==> src/rtl/signed_delta_integrator.sv <==
// Rebuilds two's complement samples from sign+magnitude input and integrates
// a fixed-length burst of them into a saturating signed sum.
module signed_delta_integrator #(
  parameter int unsigned MAG_W     = 8,
  parameter int unsigned ACC_W     = 12,
  parameter int unsigned N_SAMPLES = 16
) (
  input  logic             clock,
  input  logic             reset,
  input  logic             start,
  input  logic             in_valid,
  input  logic             in_neg,
  input  logic [MAG_W-1:0] in_mag,
  output logic             in_ready,
  output logic             conv_valid,
  output logic [MAG_W:0]   conv_val,
  output logic [ACC_W-1:0] sum,
  output logic             sum_valid,
  output logic             sat,
  output logic             busy
);

  localparam int unsigned CNT_W  = 16;
  localparam int unsigned CONV_W = MAG_W + 1;
  localparam int unsigned EXT_W  = ACC_W + 1;
  localparam int unsigned PAD_W  = ACC_W - MAG_W;

  localparam logic [CNT_W-1:0] LAST_CNT = CNT_W'(N_SAMPLES - 1);
  localparam logic [ACC_W-1:0] SUM_MAX  = {1'b0, {(ACC_W-1){1'b1}}};
  localparam logic [ACC_W-1:0] SUM_MIN  = {1'b1, {(ACC_W-1){1'b0}}};

  typedef enum logic [1:0] {
    S_IDLE  = 2'd0,
    S_ACCUM = 2'd1,
    S_DRAIN = 2'd2,
    S_DONE  = 2'd3
  } state_e;

  state_e              state_q, state_d;
  logic [CNT_W-1:0]    count_q, count_d;
  logic [CONV_W-1:0]   conv_val_q, conv_val_d;
  logic                conv_valid_q, conv_valid_d;
  logic [ACC_W-1:0]    sum_q, sum_d;
  logic                sat_q, sat_d;
  logic                in_ready_q, in_ready_d;
  logic                busy_q, busy_d;
  logic                sum_valid_q, sum_valid_d;

  logic                hs_c;
  logic [CONV_W-1:0]   mag_ext_c;
  logic [EXT_W-1:0]    sum_ext_c, conv_ext_c, total_c;

  // Handshake and sign-extended operands for the saturating adder
  assign hs_c       = in_valid && (state_q == S_ACCUM);
  assign mag_ext_c  = {1'b0, in_mag};
  assign sum_ext_c  = {sum_q[ACC_W-1], sum_q};
  assign conv_ext_c = {{PAD_W{conv_val_q[CONV_W-1]}}, conv_val_q};
  assign total_c    = sum_ext_c + conv_ext_c;

  // Next-state: conversion stage, accumulate stage, burst FSM, output decode
  always_comb begin
    state_d      = state_q;
    count_d      = count_q;
    conv_val_d   = conv_val_q;
    conv_valid_d = 1'b0;
    sum_d        = sum_q;
    sat_d        = sat_q;

    if (hs_c) begin
      conv_val_d   = in_neg ? (CONV_W'(0) - mag_ext_c) : mag_ext_c;
      conv_valid_d = 1'b1;
    end

    // Top two bits of the widened sum differ only on overflow of ACC_W
    if (conv_valid_q) begin
      if (total_c[EXT_W-1] != total_c[ACC_W-1]) begin
        sum_d = total_c[EXT_W-1] ? SUM_MIN : SUM_MAX;
        sat_d = 1'b1;
      end else begin
        sum_d = total_c[ACC_W-1:0];
      end
    end

    // Burst control; the IDLE clear has priority over accumulation
    case (state_q)
      S_IDLE: begin
        if (start) begin
          sum_d   = '0;
          sat_d   = 1'b0;
          count_d = '0;
          state_d = S_ACCUM;
        end
      end
      S_ACCUM: begin
        if (hs_c) begin
          count_d = CNT_W'(count_q + 1'b1);
          if (count_q == LAST_CNT) begin
            state_d = S_DRAIN;
          end
        end
      end
      S_DRAIN: state_d = S_DONE;
      S_DONE:  state_d = S_IDLE;
      default: state_d = S_IDLE;
    endcase
  end

  // Status outputs decoded from the next state so they register in step with it
  always_comb begin
    in_ready_d  = (state_d == S_ACCUM);
    busy_d      = (state_d != S_IDLE);
    sum_valid_d = (state_d == S_DONE);
  end

  // State and output registers with synchronous reset
  always_ff @(posedge clock) begin
    if (reset) begin
      state_q      <= S_IDLE;
      count_q      <= '0;
      conv_val_q   <= '0;
      conv_valid_q <= 1'b0;
      sum_q        <= '0;
      sat_q        <= 1'b0;
      in_ready_q   <= 1'b0;
      busy_q       <= 1'b0;
      sum_valid_q  <= 1'b0;
    end else begin
      state_q      <= state_d;
      count_q      <= count_d;
      conv_val_q   <= conv_val_d;
      conv_valid_q <= conv_valid_d;
      sum_q        <= sum_d;
      sat_q        <= sat_d;
      in_ready_q   <= in_ready_d;
      busy_q       <= busy_d;
      sum_valid_q  <= sum_valid_d;
    end
  end

  assign in_ready   = in_ready_q;
  assign conv_valid = conv_valid_q;
  assign conv_val   = conv_val_q;
  assign sum        = sum_q;
  assign sum_valid  = sum_valid_q;
  assign sat        = sat_q;
  assign busy       = busy_q;

endmodule

==> config.mk <==
export PLATFORM = sky130hd
export DESIGN_NAME = signed_delta_integrator
export DESIGN_NICKNAME = d
export VERILOG_FILES = /design/src/rtl/signed_delta_integrator.sv
export SDC_FILE = /design/constraint.sdc
export NUM_CORES = 1
export LEC_CHECK = 0
export ABC_AREA = 1
export BUFFER_PORTS_ARGS = -buffer_cell sky130_fd_sc_hd__buf_2
export CAP_MARGIN = 20
export CORE_MARGIN = 3
export CORE_UTILIZATION = 50
export CTS_CLUSTER_DIAMETER = 80
export DETAILED_ROUTE_END_ITERATION = 6
export GPL_ROUTABILITY_DRIVEN = 0
export PLACE_DENSITY = 0.71
export SLEW_MARGIN = 15
export SYNTH_ARGS = -nofsm -noshare
export SYNTH_HDL_FRONTEND = slang
export SYNTH_SLANG_ARGS = --single-unit
==> constraint.sdc <==
create_clock -name clock -period 2.7 [get_ports clock]
set_input_delay 0.135 -clock clock [delete_from_list [all_inputs] [get_ports clock]]
set_output_delay 0.135 -clock clock [all_outputs]
set_load 0.01 [all_outputs]
Word level (Yosys, flattened, before mapping)
Index checks and enable logic that the tools add are counted.
{"block": "op_classes", "n_mux": 18, "n_eq_ne": 9, "n_addsub": 3, "n_reduce_logical": 5}
{"operator": "2-to-1 mux 12 bit", "count": 5}
{"operator": "2-to-1 mux 16 bit", "count": 2}
{"operator": "case mux 16 bit (2 select lines)", "count": 1}
{"operator": "adder 16 x 1 -> 16 bit (second input constant)", "count": 1}
{"operator": "equality test 16 x 4 -> 1 bit (second input constant)", "count": 1}
{"operator": "adder 12 x 9 -> 13 bit", "count": 1}
{"operator": "2-to-1 mux 9 bit", "count": 1}
{"operator": "subtractor 1 x 8 -> 9 bit (first input constant)", "count": 1}
{"operator": "case mux 2 bit (4 select lines)", "count": 1}
{"operator": "equality test 2 bit (second input constant)", "count": 3}
{"operator": "2-to-1 mux 2 bit", "count": 3}
{"operator": "2-to-1 mux 1 bit", "count": 5}
{"operator": "equality test 2 x 1 -> 1 bit (second input constant)", "count": 2}
{"operator": "!= test 2 bit (second input constant)", "count": 2}
{"operator": "nonzero test 2 bit", "count": 2}
{"operator": "AND reduction 3 bit", "count": 1}
{"operator": "zero test 2 bit", "count": 1}
{"operator": "logical AND 1 bit", "count": 1}
{"operator": "!= test 1 bit", "count": 1}
{"block": "totals", "register_bits": 44, "output_inout_bits": 26, "elab_cells": 44}

Logic depth before layout (Yosys ltp)
{"block": "logic_depth", "word_depth": 6, "ltp_mapped": 13, "mapped_depth_nobuf": 13}

Least setup slack after synthesis
No wires, ideal clock.
{"block": "synth_path", "path_type": "flip-flop to flip-flop", "from": "register conv_val_q[0] (netlist: conv_val[0])", "to": "register sum_q[3] (netlist: sum[3])", "path_buffers": 1, "setup_ns": 0.122, "arrival_time_ns": 1.824, "path_stages_with_launch": 12, "path_slack_ns": 0.754, "t_required_ns": 2.578, "cell_sequence": "dfxtp_1 -> ha_1 -> fa_1 -> nand3_1 -> nand2_1 -> nand3_2 -> nand3_1 -> nand2_1 -> nand2_2 -> a21boi_2 -> buf_6 -> a21oi_2"}
{"block": "synth_between", "elab_chain_len": 6}
{"item": "start: declaration", "line": "41", "text": "logic [CONV_W-1:0] conv_val_q, conv_val_d;"}
{"item": "start signal: assignment", "line": "130", "text": "conv_val_q <= conv_val_d;"}
{"item": "adder 12 x 9 -> 13 bit *", "line": "58", "text": "assign total_c = sum_ext_c + conv_ext_c;"}
{"item": "2-to-1 mux 12 bit or != test 1 bit (tied branches)", "line": "77, 76"}
{"item": "2-to-1 mux 12 bit *", "line": "76", "text": "if (total_c[EXT_W-1] != total_c[ACC_W-1]) begin"}
{"item": "2-to-1 mux 12 bit *", "line": "75", "text": "if (conv_valid_q) begin"}
{"item": "2-to-1 mux 12 bit", "line": "87", "text": "if (start) begin"}
{"item": "2-to-1 mux 12 bit *", "line": "85", "text": "case (state_q)"}
{"item": "end signal: assignment", "line": "132", "text": "sum_q <= sum_d;"}
{"item": "end: declaration", "line": "43", "text": "logic [ACC_W-1:0] sum_q, sum_d;"}
Every way passes the cells marked *; elsewhere a longest branch is shown, timed or not.
A chain may end at the register's enable or synchronous reset.

Worst setup path after layout
Ends and elaborated chain as after synthesis.

==> flow_metrics.tcl <==
set metrics [dict create \
    status "finished clean" \
    crit_path_start_kind "register" \
    grt_pass1_wl_um 10900 \
    worst_r2r_endpoint "sum[3]" \
    min_period_ns 2.20 \
    clkTransAtPathRegs_ns 0.08 \
    io_buffers 38 \
    synthDistinctLibCells 38 \
    cts_hold_buf 0 \
    ios 39 \
    cts_buffers 5 \
    fillCellCount 505 \
    ys_ff_latch 44 \
    coreArea_um2 5200 \
    maxSlewHeadroom_pct 71.0 \
    synth-seq-area-share_pct 32.1 \
    power.leakage_nw 1.44 \
    dpl.hpwl_um 4650 \
    crit_fanout 8 \
    via_per_inst 5.20 \
    hold_path.class "in2reg" \
    post-route-period-util_pct 81.3 \
    cp_data_arrival_time_ns 2.38 \
    place_ws_ns 0.509 \
    fp-row-count 26 \
    clkLatencyLatePin_ns 0.30 \
    worst_pin_slew_ns 0.432 \
    hp-start "in_mag[0]" \
    synth_nets 407 \
    drv_slew 0 \
    cts_tree "done" \
    post_drt_wl_per_cell_um 12.5 \
    cpPeakStageDelay_ns 0.41 \
    wirelength_um 6100 \
    n_antenna_cell 0 \
    fin_ws_ns 0.505 \
    path_cells "ha_1 > fa_1 > nand3_1 > nand2_1 > nand3_2 > nand3_1 > nand2_1 > nand2_2 > a21boi_2 > buf_12 > a21oi_2" \
    slowest_stage "fa_1" \
    cts-root-buf "clkbuf_8" \
    grt_max_degree 21 \
    synth_area_leaders "dfxtp_1 32%, nand2_1 12%, ha_1 6.4%" \
    worst_clock_skew_ns 0.0137 \
    finalHoldViolations 0 \
    fp.dieW_um 80.0 \
    drive_gt1_share_pct 22.1 \
    yosysTopAreaCell "dfxtp_1" \
    cts-htree-levels 2 \
    vdd_drop_max_mv 0.252 \
    path_class "reg2reg" \
    dieArea_um2 6400 \
    drt_iter0_drc 119 \
    num_vias 2549 \
    holdPathEnd "conv_val[0]" \
    setup_viol 0 \
    layout.nets 447 \
    overflow 0 \
    endpoint_kind "register" \
    r2r-start "conv_val[0]" \
    netlist_instances 379 \
    grt_pass1_vias 2462 \
    ctsResizeCount 0 \
    timing.fmax_mhz 456 \
    ff2ff_path_depth 11 \
    syn_to_final_growth_pct 14.0 \
    drc 0 \
    cts_setup_buffers 0 \
    rsz0062_at_grt "no" \
    postRouteAntennaNets 0 \
    firstDrtPassIters 4 \
    r2r_setup_slack_ns 0.50 \
    hold_path_depth 3 \
    crit_family "adder cells" \
    cts_buffer_depth 2 \
    clock-sinks 44 \
    crit_buf_inv 1 \
    yosysTopAreaCellShare_pct 32.1 \
    ys.warnings.count 0 \
    synth_area_per_cell_um2 7.23 \
    netlist_area_um2 2740 \
    cellPowerDensity_nw_per_um2 456 \
    grt_usage_pct 21.1 \
    setup_tns_ns 0 \
    initial_core_util_pct 52.6 \
    fp.dieH_um 80.0 \
    crit_required_ns 2.88 \
    max_cap_violations 0 \
    antenna_found_initial 0 \
]
==> worst max-delay path by stage <==
| stage | startpoint | end | slack (ns) | depth (start not counted) |
|---|---|---|---|---|
| after floorplan | conv_val[0] | sum[3] | 0.75 | 11 |
| after detailed placement | conv_val[0] | sum[2] | 0.51 | 11 |
| after global placement | conv_val[0] | sum[2] | 0.58 | 11 |
| after CTS | conv_val[0] | sum[3] | 0.50 | 11 |
| final | conv_val[0] | sum[3] | 0.50 | 11 |
| after global routing | conv_val[0] | sum[3] | 0.38 | 11 |
==> cells by family (layout without fill, tap and decap cells) <==
family	Yosys count	in the layout	synth area share, %
AO/OA/AOI/OAI	65	65	14.4
XOR/XNOR	15	15	4.79
adder cells (fa/ha/maj)	15	15	7.12
buffers and inverters	50	91	7.49
flip-flops	44	44	32.1
AND/OR/NAND/NOR	190	190	34.0
==> registers in the layout, indices dropped and copies added (netlist names) <==
register and count:
conv_val 9, count_q 16, busy 1, sum 12, conv_valid 1, sum_valid 1, in_ready 1, state_q 2
sat 1
==> layer usage <==
metal  up-vias  part of all wire (%)  global-route usage [%]
li1       1337                     -                       -
met1      1172                    48                    26.5
met2        36                    49                    36.8
met3         4                   2.7                    4.18
met4         0                  0.90                    4.90
met5         -                     0                       0
==> power by group <==
group	leakage (nW)	switching, W	internal [W]
clock network	0.0548	0.000251	0.000279
logic	1.03	0.000132	0.0000763
registers	0.357	0.0000165	0.000668
==> worst register-to-register path: stages, from the launching register on <==
cell	delay [ns]
dfxtp_1	0.33
ha_1	0.23
fa_1	0.41
nand3_1	0.10
nand2_1	0.13
nand3_2	0.11
nand3_1	0.09
nand2_1	0.08
nand2_2	0.07
a21boi_2	0.31
buf_12	0.19
a21oi_2	0.06
==> synth_stat cells <==
cell type and instances:
nor2_1 27, a21boi_2 1, ha_1 14, o21ai_2 1, nand3_1 22, dfxtp_1 44, nand2_4 2, or2_2 6
clkbuf_1 3, xnor2_1 1, nand2_8 1, o221ai_1 3, a21oi_1 31, nand3_2 5, a21oi_2 11, o31ai_1 1
a31oi_1 2, xor2_1 14, buf_4 1, nor3_1 10, nand2_1 90, nor4_1 2, nand2_2 4, inv_4 1
buf_2 3, buf_6 1, inv_1 37, nor2_2 2, fa_1 1, o21ai_1 1, nor2_4 5, inv_2 3
nand4_1 11, clkinv_1 1, o21ai_0 13, o211ai_1 1, nor3_2 2, nand3b_1 1
==> metrics by stage <==
step | instances | hold WS [ns] | util, % | instance area [um^2] | total power, W
after detailed placement | 482 | 0.421 | 57.8 | 3010 | 0.000908
after global routing | 490 | 0.114 | 60.0 | 3120 | 0.00149
final | 490 | 0.111 | 60.0 | 3120 | 0.00142
after floorplan | 379 | 0.289 | - | 2740 | 0.000845
after global placement | 482 | 0.418 | 57.8 | 3010 | 0.000904
after CTS | 490 | 0.103 | 60.0 | 3120 | 0.00143
==> cell usage in the layout, fill, tap and decap left out, types with 2 or more instances in the layout <==
| cell | Yosys | routed |
|---|---|---|
| or2_2 | 6 | 6 |
| buf_4 | 1 | 2 |
| dfxtp_1 | 44 | 44 |
| a21oi_1 | 31 | 31 |
| nor2_2 | 2 | 2 |
| o21ai_0 | 13 | 13 |
| nor3_1 | 10 | 10 |
| nand2_1 | 90 | 90 |
| xor2_1 | 14 | 14 |
| a31oi_1 | 2 | 2 |
| ha_1 | 14 | 14 |
| nand4_1 | 11 | 11 |
| nand2_4 | 2 | 2 |
| nand3_2 | 5 | 5 |
| inv_2 | 3 | 3 |
| inv_1 | 37 | 37 |
| a21oi_2 | 11 | 11 |
| o221ai_1 | 3 | 3 |
| nor2_4 | 5 | 5 |
| clkbuf_8 | 0 | 5 |
| nor3_2 | 2 | 2 |
| nor2_1 | 27 | 27 |
| nand2_2 | 4 | 4 |
| nand3_1 | 22 | 22 |
| buf_2 | 3 | 38 |
| nor4_1 | 2 | 2 |
==> cell type report <==
type,count,area [um^2],share of cell area [%]
well taps,70,87.6,2.80
repair buffers,41,225,7.21
multi-input cells,285,1650,53.0
flip-flops and latches,44,881,28.2
clock buffers,5,68.8,2.20
clock inverters,3,46.3,1.48
inverters,42,160,5.13
(Power assumes the default switching activity.)
